<file path="src/rtl/gsensor_spi_responder.sv">
// gsensor_spi_responder: ADXL345-style SPI mode-3 register slave; define GSENSOR_RESPONDER_INT_EN to add the int1 data-ready interrupt
module gsensor_spi_responder #(
    parameter logic [7:0] DEVID_VAL   = 8'hE5,
    parameter logic [7:0] BW_RATE_RST = 8'h0A
) (
    input  logic        clk,
    input  logic        rst,
    input  logic        spi_csn,
    input  logic        spi_sclk,
    input  logic        spi_sdi,
    output logic        spi_sdo,
    output logic        spi_sdo_oe,
    input  logic [15:0] sample_x,
    input  logic [15:0] sample_y,
    input  logic [15:0] sample_z,
    input  logic        sample_valid,
    output logic [7:0]  power_ctl,
    output logic [7:0]  data_format,
    output logic        busy,
    output logic        int1
);
    typedef enum logic [1:0] {IDLE, CMD, DATA_RD, DATA_WR} state_t;
    state_t state, state_n;
    logic [1:0] cs_s, sclk_s, sdi_s, age;
    logic cs_d, sclk_d, armed, mb, sdo_q, pend;
    logic [2:0] bit_cnt;
    logic [7:0] shift, bw_rate, int_enable, rd_data, in_byte;
    logic [5:0] addr, rd_addr, next_addr;
    logic [15:0] dx, dy, dz, px, py, pz;
    logic cs, sclk_rise, sclk_fall, cs_fall, active, ending, byte_done;
    assign cs = cs_s[1];
    assign sclk_rise = sclk_s[1] & ~sclk_d;
    assign sclk_fall = ~sclk_s[1] & sclk_d;
    assign cs_fall = armed & cs_d & ~cs;
    assign active = state != IDLE;
    assign ending = active & cs;
    assign byte_done = sclk_rise & (bit_cnt == 3'd7) & ~cs;
    assign in_byte = {shift[6:0], sdi_s[1]};
    assign next_addr = mb ? addr + 6'd1 : addr;
    assign rd_addr = state == CMD ? in_byte[5:0] : next_addr;
    assign busy = ~cs;
    assign spi_sdo_oe = (state == DATA_RD) & ~cs;
    assign spi_sdo = spi_sdo_oe ? sdo_q : 1'b1;
    always_comb begin
        rd_data = 8'h00;
        case (rd_addr)
            6'h00: rd_data = DEVID_VAL;
            6'h2C: rd_data = bw_rate;
            6'h2D: rd_data = power_ctl;
            6'h2E: rd_data = int_enable;
            6'h31: rd_data = data_format;
            6'h32: rd_data = dx[7:0];
            6'h33: rd_data = dx[15:8];
            6'h34: rd_data = dy[7:0];
            6'h35: rd_data = dy[15:8];
            6'h36: rd_data = dz[7:0];
            6'h37: rd_data = dz[15:8];
            default: rd_data = 8'h00;
        endcase
    end
    always_comb begin
        state_n = state;
        if (cs) state_n = IDLE;
        else if (state == IDLE && cs_fall) state_n = CMD;
        else if (state == CMD && byte_done) state_n = in_byte[7] ? DATA_RD : DATA_WR;
    end
    always_ff @(posedge clk)
        if (!rst) state <= IDLE;
        else state <= state_n;
    always_ff @(posedge clk) begin
        if (!rst) begin
            cs_s <= 2'b11;
            sclk_s <= 2'b11;
            sdi_s <= 2'b00;
            cs_d <= 1'b1;
            sclk_d <= 1'b1;
            age <= 2'b00;
            armed <= 1'b0;
            bit_cnt <= 3'd0;
            shift <= 8'h00;
            addr <= 6'd0;
            mb <= 1'b0;
            sdo_q <= 1'b1;
            pend <= 1'b0;
            bw_rate <= BW_RATE_RST;
            power_ctl <= 8'h00;
            int_enable <= 8'h00;
            data_format <= 8'h00;
            {dx, dy, dz} <= '0;
            {px, py, pz} <= '0;
        end else begin
            cs_s <= {cs_s[0], spi_csn};
            sclk_s <= {sclk_s[0], spi_sclk};
            sdi_s <= {sdi_s[0], spi_sdi};
            cs_d <= cs;
            sclk_d <= sclk_s[1];
            // a CS fall only counts once a genuine high has been seen since reset
            age <= {age[0], 1'b1};
            armed <= armed | (age[1] & cs);
            bit_cnt <= state == IDLE ? 3'd0 : (sclk_rise & ~cs) ? bit_cnt + 3'd1 : bit_cnt;
            if (state == CMD) begin
                if (sclk_rise) shift <= (byte_done & in_byte[7]) ? rd_data : in_byte;
                if (byte_done) begin
                    addr <= in_byte[5:0];
                    mb <= in_byte[6];
                    sdo_q <= 1'b1;
                end
            end
            if (state == DATA_RD) begin
                if (sclk_fall) begin
                    sdo_q <= shift[7];
                    shift <= {shift[6:0], 1'b0};
                end
                if (byte_done) begin
                    shift <= rd_data;
                    addr <= next_addr;
                end
            end
            if (state == DATA_WR) begin
                if (sclk_rise) shift <= in_byte;
                if (byte_done) begin
                    addr <= next_addr;
                    case (addr)
                        6'h2C: bw_rate <= in_byte;
                        6'h2D: power_ctl <= in_byte;
                        6'h2E: int_enable <= in_byte;
                        6'h31: data_format <= in_byte;
                        default: ;
                    endcase
                end
            end
            if (sample_valid & (~active | cs)) {dx, dy, dz} <= {sample_x, sample_y, sample_z};
            else if (ending & pend) {dx, dy, dz} <= {px, py, pz};
            if (ending | ~active) pend <= 1'b0;
            if (sample_valid & active & ~cs) begin
                pend <= 1'b1;
                {px, py, pz} <= {sample_x, sample_y, sample_z};
            end
        end
    end
`ifdef GSENSOR_RESPONDER_INT_EN
    logic z1_read, load, load_d;
    assign load = (sample_valid & (~active | cs)) | (ending & pend);
    always_ff @(posedge clk) begin
        if (!rst) begin
            z1_read <= 1'b0;
            load_d <= 1'b0;
            int1 <= 1'b0;
        end else begin
            load_d <= load;
            z1_read <= state == IDLE ? 1'b0 : z1_read | ((state == DATA_RD) & byte_done & (addr == 6'h37));
            if (load_d & int_enable[7] & power_ctl[3]) int1 <= 1'b1;
            else if (ending & z1_read) int1 <= 1'b0;
        end
    end
`else
    assign int1 = 1'b0;
`endif
endmodule

</file>
<file path="config.mk">
export PLATFORM = sky130hd
export DESIGN_NAME = gsensor_spi_responder
export DESIGN_NICKNAME = d
export VERILOG_FILES = /design/src/rtl/gsensor_spi_responder.sv
export SDC_FILE = /design/constraint.sdc
export NUM_CORES = 1
export LEC_CHECK = 0
export ABC_AREA = 1
export ABC_CLOCK_PERIOD_IN_PS = 6000
export CAP_MARGIN = 10
export CORE_MARGIN = 2
export CORE_UTILIZATION = 25
export CTS_CLUSTER_DIAMETER = 200
export DETAILED_ROUTE_END_ITERATION = 6
export GPL_TIMING_DRIVEN = 1
export PLACE_DENSITY = 0.39
export SYNTH_ARGS = -nofsm -noshare
export SYNTH_HDL_FRONTEND = slang
export SYNTH_SLANG_ARGS = --single-unit
</file>
<file path="constraint.sdc">
create_clock -name clk -period 6 [get_ports clk]
set_input_delay 1.5 -clock clk [delete_from_list [all_inputs] [get_ports clk]]
set_output_delay 1.5 -clock clk [all_outputs]
set_load 0.02 [all_outputs]
</file>
==> summary.txt <==
Drt
  • First drt pass iteration count: 5
  • Wirelength per Cell: between 15 and 20 um
  • DRT iter0 DRCs: 547
  • Average via count per standard cell: 4.643
  • Final ANT Viol Nets: 0
  • Total number of vias: about 7500
  • DR DRC count: 0
  • Final WL: 26590 um

Final layout
  • Fraction of layout cells with a size suffix above 1: 6.399%
  • Ant. Diodes: 0
  • Final cell count without fillers: 1621
  • Most frequent cells in the layout: inv_1 (233), nand2_1 (170), dfxtp_1 (161), nand3_1 (131), a21oi_1 (119)
  • Design area: 9682 um^2
  • Area Growth Syn to Fin: 20.08%
  • Commonest non-fill, non-tap cell in the layout: inv_1
  • Nets@finish: roughly 1300
  • Final core utilization: a little under a third

Setup path
  • R2R setup slack: between 3 and 4 ns
  • Reg2reg start: state[0]
  • Reg2reg path depth: 6
  • Worst R2R End: dx[12]
  • Critical path peak fanout: 15
  • CP required: roughly 4.5 ns
  • Critical path arrival: ~2.2 ns
  • Worst Setup Path Type: flip-flop to output port
  • Worst Setup Start Kind: flip-flop
  • Crit end category: output port

Floorplan
  • Starting Density: 25.49%
  • Core Rows: 65
  • Die H: 183.6 um
  • Total die area: about 34000 um^2
  • Die X: roughly 180 um
  • # IOs: 74
  • CORE AREA: around 32000 um^2

Placement
  • Placer Congestion: 0.8489
  • Placed cell count: 1588
  • DP Area: between 9000 and 10000 um^2
  • Port bufs: 72
  • Dpl hpwl: 18420 um

CTS
  • CTS resizes: 0
  • CTS Buf Count: 17
  • Root Buffer: clkbuf_16
  • H-tree depth: 4
  • Post-CTS Setup Bufs: 0
  • Clk_lat worst skew: 0.43 ns
  • Clk sink count: 161
  • Reg clk slew, reported paths: 0.07 ns
  • CTS tree: done
  • CTS Buffer Depth: 2
  • Hold Buf Count CTS: 0

Timing
  • RSZ-0062 raised after global routing: no
  • Final Skew: 0.01364 ns
  • Final Hold Fails: 0
  • Post-Route Setup TNS: 0 ns
  • Max Slew Vio Count: 0
  • Fmax: around 270 MHz
  • Setup Viol. Count Final: 0
  • Worst slew pin tran: between 1 and 1.5 ns
  • Period utilisation layout: 61.90%
  • Max_slew headroom: 32.34%
  • Crit path time final: 3.714 ns

Global routing
  • Largest net degree at the start of global routing: 97
  • GRT Resource Usage Total: approximately 16%
  • Initial antenna violation count: 0
  • Total global routing overflow: 0
  • First-pass GRT wire length: 42680 um
  • Vias in the first global route: between 7000 and 8000

Synth
  • Post-synth ARST share: 0%
  • Syn Nets: 1235
  • Yosys reg bits: 161
  • Mapped Cells: about 1200
  • Syn avg cell area: just under 7 um^2
  • Synth unique cells: 38
  • Synth warn: 0
  • Post-synth EDFFs: 0
  • Mapped Area: 8063 um^2
  • Post-synthesis sequential area ratio: 39.98%
  • Main synth FF type: dfxtp_1

Run
  • Max cap viols: 0

Power
  • Design Power: 0.002403 W
  • Leak Pwr: 3.897 nW
  • Max rail drop VDD: 0.1749 mV
  • Pwr/cell area: 248.2 nW/um^2

Hold path
  • Hold path depth: 1
  • HP Start: cs_s[0]
  • Worst hold endpoint: cs_s[1]
  • Hold Path Class: flip-flop to flip-flop

Outcome
  • Run status: complete, no violations
-- report_power, final --
group          internal, W  total (W)  leakage [nW]  switching [W]
clock network     0.000642    0.00116         0.297       0.000517
registers          0.00109    0.00110          1.31      0.0000131
logic            0.0000616   0.000142          2.29      0.0000807
total              0.00179    0.00240          3.90       0.000611
-- layout make-up --
type | instances | area, um^2
Clock inverter | 14 | 167.7
Clock buffer | 18 | 439.2
Sequential cell | 161 | 3223
Multi-Input combinational cell | 707 | 3657
Inverter | 240 | 900.9
Tap cell | 402 | 503.0
Fill cell | 3439 | 21950
Timing Repair Buffer | 79 | 790.8
-- synthesized netlist by cell type (3+ instances only) --
cell,instances,area (um^2)
o211ai_1,28,210.2
nor3_1,3,15.01
nor2_1,54,202.7
o221ai_1,22,192.7
inv_2,4,15.01
nand2_1,170,638.1
clkbuf_1,48,180.2
inv_1,233,874.6
nor2_4,7,78.83
dfxtp_1,161,3223
a41oi_1,5,43.79
nor2_2,6,37.54
buf_6,3,33.78
a21oi_1,119,595.6
ha_1,6,75.07
o22ai_1,9,56.30
o21ai_1,9,45.04
clkinv_1,3,11.26
nand3_1,132,660.6
nand3_2,4,40.04
o21ai_0,98,490.5
nand4_1,10,62.56
nand2_2,8,50.05
buf_1,11,41.29
or2_2,4,25.02
-- flip-flops by register name, indices dropped and copies added, names as in the netlist, 2 cells and up --
register,flops
shift,8
bw_rate,8
data_format,8
dz,16
sdi_s,2
state,2
power_ctl,8
int_enable,8
dx,16
bit_cnt,3
pz,16
dy,16
sclk_s,2
cs_s,2
py,16
px,16
age,2
addr,6
-- stage by stage --
| stage | hold WS, ns | setup WS [ns] |
|---|---|---|
| 3_3_place_gp | 0.4012 | 2.025 |
| 2_1_floorplan | 0.3905 | 3.137 |
| 4_1_cts | 0.4184 | 2.212 |
| 6_report | 0.4136 | 2.286 |
| 5_1_grt | 0.4340 | 2.088 |
| 3_5_place_dp | 0.4006 | 2.006 |
-- worst max path at each step --
stage                 startpoint      end  slack (ns)  depth (start not counted)
floorplan               state[1]  spi_sdo        3.14                          6
global placement    sample_valid    dz[0]        2.03                          6
detailed placement  sample_valid    dy[5]        2.01                          6
CTS                     state[0]  spi_sdo        2.21                          5
global route            state[0]  spi_sdo        2.09                          5
finish                  state[0]  spi_sdo        2.29                          5
-- cells by family (layout without fill, tap and decap cells) --
kind of cell	count (synthesis)	in the layout	synth area share, %
other	1	1	0.04651
adder cells (fa/ha/maj)	6	6	0.9311
AND/OR/NAND/NOR	399	399	22.59
buffers and inverters	307	351	14.96
AO/OA/AOI/OAI	301	301	21.49
flip-flops	161	161	39.98
-- routing by layer --
layer  part of all wire [%]  track usage [%]
met3                    3.3            2.397
met4                    1.3            4.640
met5                      0                0
met1                     53            24.10
met2                     42            24.68
-- worst max-delay path: stages (launching register included) --
cell and delay (ns):
dfxtp_1 0.44, nor2_1 0.11, inv_1 0.44, nor2_1 0.12
nand2_1 0.08, clkdlybuf4s50_1 0.59
(Power assumes the default switching activity.)
